<file path="config.mk">
export PLATFORM = sky130hd
export DESIGN_NAME = pkt_to_mono_sample_converter
export DESIGN_NICKNAME = d
export VERILOG_FILES = /design/src/rtl/pkt_to_mono_pkg.sv /design/src/rtl/stereo_averager.sv /design/src/rtl/pkt_to_mono_sample_converter.sv
export SDC_FILE = /design/constraint.sdc
export NUM_CORES = 1
export LEC_CHECK = 0
export ABC_CLOCK_PERIOD_IN_PS = 6550
export CAP_MARGIN = 0
export CELL_PAD_IN_SITES_DETAIL_PLACEMENT = 0
export CELL_PAD_IN_SITES_GLOBAL_PLACEMENT = 1
export CORE_MARGIN = 4
export CORE_UTILIZATION = 43
export CTS_BUF_LIST = sky130_fd_sc_hd__clkbuf_4 sky130_fd_sc_hd__clkbuf_8
export DETAILED_ROUTE_END_ITERATION = 12
export HOLD_SLACK_MARGIN = 0.02
export PLACE_DENSITY_LB_ADDON = 0.1
export SLEW_MARGIN = 20
export SYNTH_ARGS = -nofsm -noshare
export SYNTH_HDL_FRONTEND = slang
export SYNTH_SLANG_ARGS = --single-unit
</file>
<file path="constraint.sdc">
create_clock -name clk_100MHz -period 6.55 [get_ports clk_100MHz]
set_clock_uncertainty 0.05 [all_clocks]
set_input_delay 1.965 -clock clk_100MHz [delete_from_list [all_inputs] [get_ports clk_100MHz]]
set_output_delay 1.965 -clock clk_100MHz [all_outputs]
set_load 0.005 [all_outputs]
</file>
<file path="src/rtl/pkt_to_mono_pkg.sv">
// Shared types and constants for the stereo-to-mono sample converter.
// The signed/unsigned averaging mode is selected by macro PKT_TO_MONO_SIGNED_EN.
package pkt_to_mono_pkg;

    localparam int DEFAULT_DATA_WIDTH = 32;

    typedef enum logic {
        WAIT_LEFT  = 1'b0,
        WAIT_RIGHT = 1'b1
    } chan_state_t;

endpackage : pkt_to_mono_pkg

</file>
<file path="src/rtl/stereo_averager.sv">
// Combinational average of a left/right pair using a one-bit-wider sum.
// Macro PKT_TO_MONO_SIGNED_EN selects two's-complement (arithmetic) versus unsigned (logical) averaging.
module stereo_averager
    import pkt_to_mono_pkg::*;
#(
    parameter int DATA_WIDTH = DEFAULT_DATA_WIDTH
) (
    input  logic [DATA_WIDTH-1:0] left_in,
    input  logic [DATA_WIDTH-1:0] right_in,
    output logic [DATA_WIDTH-1:0] mono_out
);

    logic [DATA_WIDTH:0] sum;

    always_comb begin
`ifdef PKT_TO_MONO_SIGNED_EN
        sum = {left_in[DATA_WIDTH-1], left_in} + {right_in[DATA_WIDTH-1], right_in};
`else
        sum = {1'b0, left_in} + {1'b0, right_in};
`endif
        // Dropping bit 0 of the extended sum is the shift; the top bit carries the sign or carry.
        mono_out = sum[DATA_WIDTH:1];
    end

endmodule : stereo_averager

</file>
<file path="src/rtl/pkt_to_mono_sample_converter.sv">
// Accepts interleaved left/right AXI-Stream words and emits one averaged mono sample per pair.
// Averaging mode follows macro PKT_TO_MONO_SIGNED_EN (see stereo_averager).
module pkt_to_mono_sample_converter
    import pkt_to_mono_pkg::*;
#(
    parameter int DATA_WIDTH = DEFAULT_DATA_WIDTH
) (
    input  logic                  clk_100MHz,
    input  logic                  rst,
    input  logic                  S_AXIS_TVALID,
    input  logic                  S_AXIS_TLAST,
    input  logic [DATA_WIDTH-1:0] S_AXIS_TDATA,
    output logic                  S_AXIS_TREADY,
    output logic                  mono_sample_valid,
    output logic [DATA_WIDTH-1:0] mono_sample,
    output logic                  frame_error
);

    chan_state_t           state_q, state_d;
    logic [DATA_WIDTH-1:0] left_q, left_d;
    logic [DATA_WIDTH-1:0] mono_q, mono_d;
    logic                  mono_valid_q, mono_valid_d;
    logic                  frame_error_q, frame_error_d;
    logic                  tready_q, tready_d;
    logic                  handshake;
    logic [DATA_WIDTH-1:0] avg_out;

    stereo_averager #(.DATA_WIDTH(DATA_WIDTH)) u_averager (
        .left_in (left_q),
        .right_in(S_AXIS_TDATA),
        .mono_out(avg_out)
    );

    always_comb begin
        handshake     = S_AXIS_TVALID && tready_q;
        state_d       = state_q;
        left_d        = left_q;
        mono_d        = mono_q;
        mono_valid_d  = 1'b0;
        frame_error_d = 1'b0;
        tready_d      = 1'b1;
        if (handshake) begin
            case (state_q)
                WAIT_LEFT: begin
                    // A TLAST on the left slot means the pair boundary is lost; drop it.
                    if (S_AXIS_TLAST) begin
                        frame_error_d = 1'b1;
                    end else begin
                        left_d  = S_AXIS_TDATA;
                        state_d = WAIT_RIGHT;
                    end
                end
                WAIT_RIGHT: begin
                    mono_d       = avg_out;
                    mono_valid_d = 1'b1;
                    state_d      = WAIT_LEFT;
                end
                default: state_d = WAIT_LEFT;
            endcase
        end
    end

    always_ff @(posedge clk_100MHz) begin
        if (rst) begin
            state_q       <= WAIT_LEFT;
            left_q        <= '0;
            mono_q        <= '0;
            mono_valid_q  <= 1'b0;
            frame_error_q <= 1'b0;
            tready_q      <= 1'b0;
        end else begin
            state_q       <= state_d;
            left_q        <= left_d;
            mono_q        <= mono_d;
            mono_valid_q  <= mono_valid_d;
            frame_error_q <= frame_error_d;
            tready_q      <= tready_d;
        end
    end

    assign S_AXIS_TREADY     = tready_q;
    assign mono_sample_valid = mono_valid_q;
    assign mono_sample       = mono_q;
    assign frame_error       = frame_error_q;

endmodule : pkt_to_mono_sample_converter

</file>
; ---- Word level (Yosys, flattened, before mapping)
; Index checks and enable logic that the tools add are counted.
[totals]
regBits = 68
inputBits = 36
output_inout_bits = 35
word_cells = 20
[classes]
n_addsub = 1
muxes = 5
bitwise = 3
reduce_logical = 5
[ops]
columns = op, n
row1 = $add A32 B32 Y33, 1
row2 = $mux W1, 4
row3 = $not A1 Y1, 3
row4 = $reduce_and A3 Y1, 1
row5 = $reduce_or A3 Y1, 1
row6 = $pmux W1 S2, 1
row7 = $reduce_and A2 Y1, 1
row8 = $reduce_or A2 Y1, 1
row9 = $logic_and A1 B1 Y1, 1

; ---- Logic depth before layout (Yosys ltp)
[depth]
word_depth = 3
depth_mapped = 10
depth_no_buf = 10

; ---- Modules after synthesis
; Synthesis repeated with hierarchy kept, for this count alone.
[unflattened]
hier_cells = 533
hier_area_um2 = 4764.6
[by_module_without_submodules]
columns = mod, instances, cells_per_inst, area_per_inst_um2, seq_area_each_um2
row1 = pkt_to_mono_sample_converter, 1, 290, 3027.9, 1361.3
row2 = stereo_averager, 1, 243, 1736.7, 0.0

; ---- Least setup slack after synthesis
; Ideal clock, no wire load.
[synth_timing]
path_type = in2reg
from = in S_AXIS_TDATA[0]
to = reg mono_q[19], in the netlist mono_sample[19]
setup_ps = 127
arrival_time_ps = 3851
t_required_ps = 6373
slack_ps = 2522
cell_stages = 10
path_buffers = 0
path_cell_list = and2_1 -> fa_1 -> a21oi_1 -> o21ai_1 -> a211oi_2 -> nor2_1 -> a221o_1 -> a21oi_2 -> xor2_1 -> o21ai_1
[synth_between]
elab_chain_len = 1
[synth_rtl]
columns = element, line_no
row1 = "start, declared", pkt_to_mono_sample_converter.sv:12  ; input logic [DATA_WIDTH-1:0] S_AXIS_TDATA,
row2 = $add A32 B32 Y33, stereo_averager.sv:19  ; sum = {1'b0, left_in} + {1'b0, right_in};
row3 = "end signal, assigned", pkt_to_mono_sample_converter.sv:74  ; mono_q <= mono_d;
row4 = "end, declared", pkt_to_mono_sample_converter.sv:21  ; logic [DATA_WIDTH-1:0] mono_q, mono_d;
; Every way passes these cells.
; A chain may end at the register's enable or synchronous reset.

; ---- Worst setup path in the final report
[layout_timing]
from = in S_AXIS_TDATA[0]
to = reg mono_q[27], in the netlist mono_sample[27]
; Same word-level chain as after synthesis.

==> impl_table.tex <==
\begin{tabular}{lr}
\hline
Metric & Value \\
\hline
\multicolumn{2}{l}{\textbf{Synth}} \\
Ys async rst share & 0\% \\
Gate count of the mapped netlist & $\sim$530 \\
Yosys warnings & 0 \\
Flop and latch count out of synthesis & between 60 and 70 \\
Dominant synthesized flop cell & dfxtp\_1 \\
Count of flip-flops with a built-in enable after synthesis & 0 \\
Mean instance size in the synthesized netlist & 7.71 sq um \\
Sequential element share of the synthesized area & 33.1\% \\
Post-Synthesis Cell Area & around 0.004 sq mm \\
Mapped Nets & between 600 and 700 \\
Count of different cell masters after synthesis & 56 \\
\multicolumn{2}{l}{\textbf{Layout}} \\
Area occupied by multi-input gates & between 0.002 and 0.003 sq mm \\
Area of all sequential standard cells & about 0.0014 sq mm \\
Net count reported at finish & $\sim$650 \\
Diode insertion count for antenna repair & 0 \\
Area growth syn-to-layout & 23.3\% \\
Layout filler cell count & around 940 \\
Share of post-route cells with drive strength above 1 & 6.77\% \\
\multicolumn{2}{l}{\textbf{Global route}} \\
Maximum number of pins on one net before global-route repair & 61 \\
Combined global-route utilization of all metal layers & between 20 and 25\% \\
Grt total ovfl & 0 \\
Global-route wire length before repair & 20.0 mm \\
Number of antenna violations at the first check in global routing & 0 \\
Number of global-route vias before repair & 3,938 \\
\multicolumn{2}{l}{\textbf{Timing}} \\
Count of final max-slew check failures & 0 \\
Final number of setup-violating endpoints & 0 \\
Worst-case headroom to the max-slew limit & 54.4\% \\
Min cycle time layout & 4.36 ns \\
Number of hold violations in the final report & 0 \\
Final hold slack & 0.396 ns \\
Unrepaired setup endpoints after global routing & false \\
Accumulated negative setup slack & 0 ns \\
Final Cycle Share & approximately 67\% \\
Highest clock rate & 229 MHz \\
Transition time at the pin with the least slew margin & 0.685 ns \\
\multicolumn{2}{l}{\textbf{Run status}} \\
Result of the run & finished, final reports clean \\
\multicolumn{2}{l}{\textbf{Setup path}} \\
Number of buffer and inverter stages on the critical path & 1 \\
Slowest cell on the critical path & clkdlybuf4s50\_1 \\
Worst R2R Setup Slack & around 4.0 ns \\
Crit path kind & primary input to register \\
CP Capture Type & register \\
CP arrival & 4.53 ns \\
Worst endpoint required time & $\sim$6.7 ns \\
Delay of the slowest cell on the worst path & roughly 0.44 ns \\
Maximum fanout along the worst path & 3 \\
Cell occurring most often along the worst timing path & a21oi\_1 \\
Top cell family by delay on the critical path & compound AO/OA/AOI/OAI gates \\
Critical Path, Cell by Cell & clkdlybuf4s50\_1, and2\_1, fa\_1, a21oi\_1, o21ai\_1, a211oi\_2, o21ai\_2, a31oi\_1, a21oi\_1, mux2i\_1, o22ai\_1 \\
Startpoint types & primary input \\
\multicolumn{2}{l}{\textbf{Pwr}} \\
Leakage component of the power & between 1.5 and 2 nW \\
Pwr dens & 184 mW/mm\^{}2 \\
Overall power of the completed layout & a little over 900 uW \\
Worst VDD drop & 92.5 uV \\
\multicolumn{2}{l}{\textbf{Floorplanning}} \\
Die width & 106 microns \\
Die area & around 0.011 sq mm \\
Count of standard-cell rows & 35 \\
Core footprint & about 0.0093 sq mm \\
Chip height & between 100 and 150 microns \\
Effective utilization at floorplan & approximately 44\% \\
Number of placed I/O pins & between 70 and 80 \\
\multicolumn{2}{l}{\textbf{Drt}} \\
DRC violations left & 0 \\
Via density per instance & between 5 and 6 \\
Final wirelength & 11.9 mm \\
Post-route antenna net violation count & 0 \\
Detailed-router iteration count before antenna repair & 4 \\
Total number of vias & 3,949 \\
Number of DRC markers after the initial detailed-route iteration & between 100 and 150 \\
WL/cell & 16.6 microns \\
\multicolumn{2}{l}{\textbf{Clock tree}} \\
H-tree levels & 3 \\
Setup repair bufs after CTS & 0 \\
Clock Tree Buf Depth & 2 \\
Total clock sinks & 68 \\
Clock Root Buffer & clkbuf\_8 \\
CTS clock-pin slew for the worst setup and hold paths & 0.08 ns \\
Number of buffers added by the clock tree synthesis step & 9 \\
Clock tree from TritonCTS & yes \\
Clock insertion delay at the later pin of the skew report & roughly 0.35 ns \\
\# hold bufs at CTS & 0 \\
Post-CTS resize count & 0 \\
\multicolumn{2}{l}{\textbf{Placement}} \\
Port buffer count & 70 \\
Weighted congestion reported at the end of routability-driven placement & between 0.8 and 0.9 \\
Post-DP HPWL & around 8.6 mm \\
\multicolumn{2}{l}{\textbf{Flow run}} \\
Maximum capacitance violations & 0 \\
\multicolumn{2}{l}{\textbf{Worst hold path}} \\
Path class of the lowest-slack min-delay path & register to register \\
\hline
\end{tabular}
## worst register-to-register path: stages, from the launching register on
cell	delay [ns]
dfxtp_1	0.32
and2_1	0.14
fa_1	0.40
a21oi_1	0.21
o21ai_1	0.13
a211oi_2	0.36
o21ai_2	0.12
a31oi_1	0.28
a21oi_1	0.16
mux2i_1	0.17
o22ai_1	0.09
## report_power, final
part	switching (mW)	total, mW	internal (mW)
Clock	0.177	0.336	0.159
Combinational	0.0954	0.166	0.0707
Sequential	0.00596	0.429	0.423
## per-layer routing
metal | part of all wire [%] | vias to the layer above | routed length (microns) | track usage, %
li1 | - | 1974 | - | -
met1 | 45 | 1879 | 5400 | 27.1
met2 | 49 | 74 | 5900 | 39.0
met3 | 3.3 | 22 | 399 | 3.49
met4 | 1.9 | 0 | 229 | 7.59
met5 | 0 | - | 0 | 0
## cell families (layout without fill, tap and decap cells)
kind of cell / after synthesis / in the layout / share of synthesized area, %
xor+xnor: 25 / 25 / 5.33
fa+ha+maj: 32 / 32 / 9.92
simple gates: 199 / 199 / 21.6
mux: 2 / 2 / 0.487
buf+inv: 39 / 97 / 3.65
flops: 68 / 68 / 33.1
compound gates: 168 / 168 / 25.9
## cell usage after synthesis (3+ instances only)
library cell / instances / area (sq um)
a21oi_2: 4 / 35.0
nand4_1: 8 / 50.1
clkbuf_1: 27 / 101
o21a_1: 5 / 37.5
and3_1: 4 / 25.0
a21oi_1: 82 / 410
nand3_1: 9 / 45.0
dfxtp_1: 68 / 1360
a21o_1: 12 / 90.1
or3_1: 3 / 18.8
ha_1: 31 / 388
o21bai_1: 5 / 37.5
xor2_1: 12 / 105
a31oi_1: 4 / 25.0
o211ai_1: 5 / 37.5
and2_1: 3 / 18.8
xnor2_1: 13 / 114
o21ai_1: 11 / 55.1
nand2_1: 123 / 462
inv_1: 7 / 26.3
nor3b_1: 3 / 22.5
nor2_1: 24 / 90.1
o21ai_0: 16 / 80.1
nor2b_1: 3 / 18.8
nor3_1: 8 / 40.0
a211oi_1: 4 / 30.0
buf_2: 3 / 15.0
## cell type report
cell class              instances  area share [%]
clock inverters                 5           0.692
inverters                       7           0.519
well taps                     129            3.19
multi-input cells             426            51.4
flip-flops and latches         68            26.9
clock buffers                  11            2.99
repair buffers                 74            14.3
## registers in the layout, indices dropped and copies added, names as in the netlist
signal	count
left_q	32
frame_error	1
mono_sample_valid	1
mono_sample	32
state_q	1
S_AXIS_TREADY	1
## cell usage in the layout (no fill, tap or decap), types with 5 or more instances in the layout
cell type,Yosys,routed
clkbuf_8,0,11
nand4_1,8,8
o21ai_0,16,16
clkdlybuf4s50_1,0,69
xnor2_1,13,13
ha_1,31,31
o211ai_1,5,5
o21a_1,5,5
a21o_1,12,12
nor2_1,24,24
nand2_1,123,123
dfxtp_1,68,68
o21ai_1,11,11
inv_1,7,7
a21oi_1,82,82
nor3_1,8,7
o21bai_1,5,5
xor2_1,12,12
nand3_1,9,9
## metrics by stage
step                      std cells  area, sq um  worst slack, ns  utilization (%)
after detailed placement        704         4880             1.81             52.6
after floorplan                 533         4110             2.52                -
after global placement          704         4880             1.87             52.5
after CTS                       720         5070             2.16             54.6
after global routing            720         5070             1.98             54.6
final                           720         5070             2.19             54.6
## path summary, 6_finish.rpt
check                               startpoint                           end  depth (start not counted)
setup / recovery               S_AXIS_TDATA[0]  mono_sample[27]$_SDFFE_PP0P_                         11
hold / removal    mono_sample[26]$_SDFFE_PP0P_  mono_sample[26]$_SDFFE_PP0P_                          2
setup reg to reg        left_q[0]$_SDFFE_PP0P_  mono_sample[27]$_SDFFE_PP0P_                         10
hold reg to reg   mono_sample[26]$_SDFFE_PP0P_  mono_sample[26]$_SDFFE_PP0P_                          2
(Power assumes the default switching activity.)
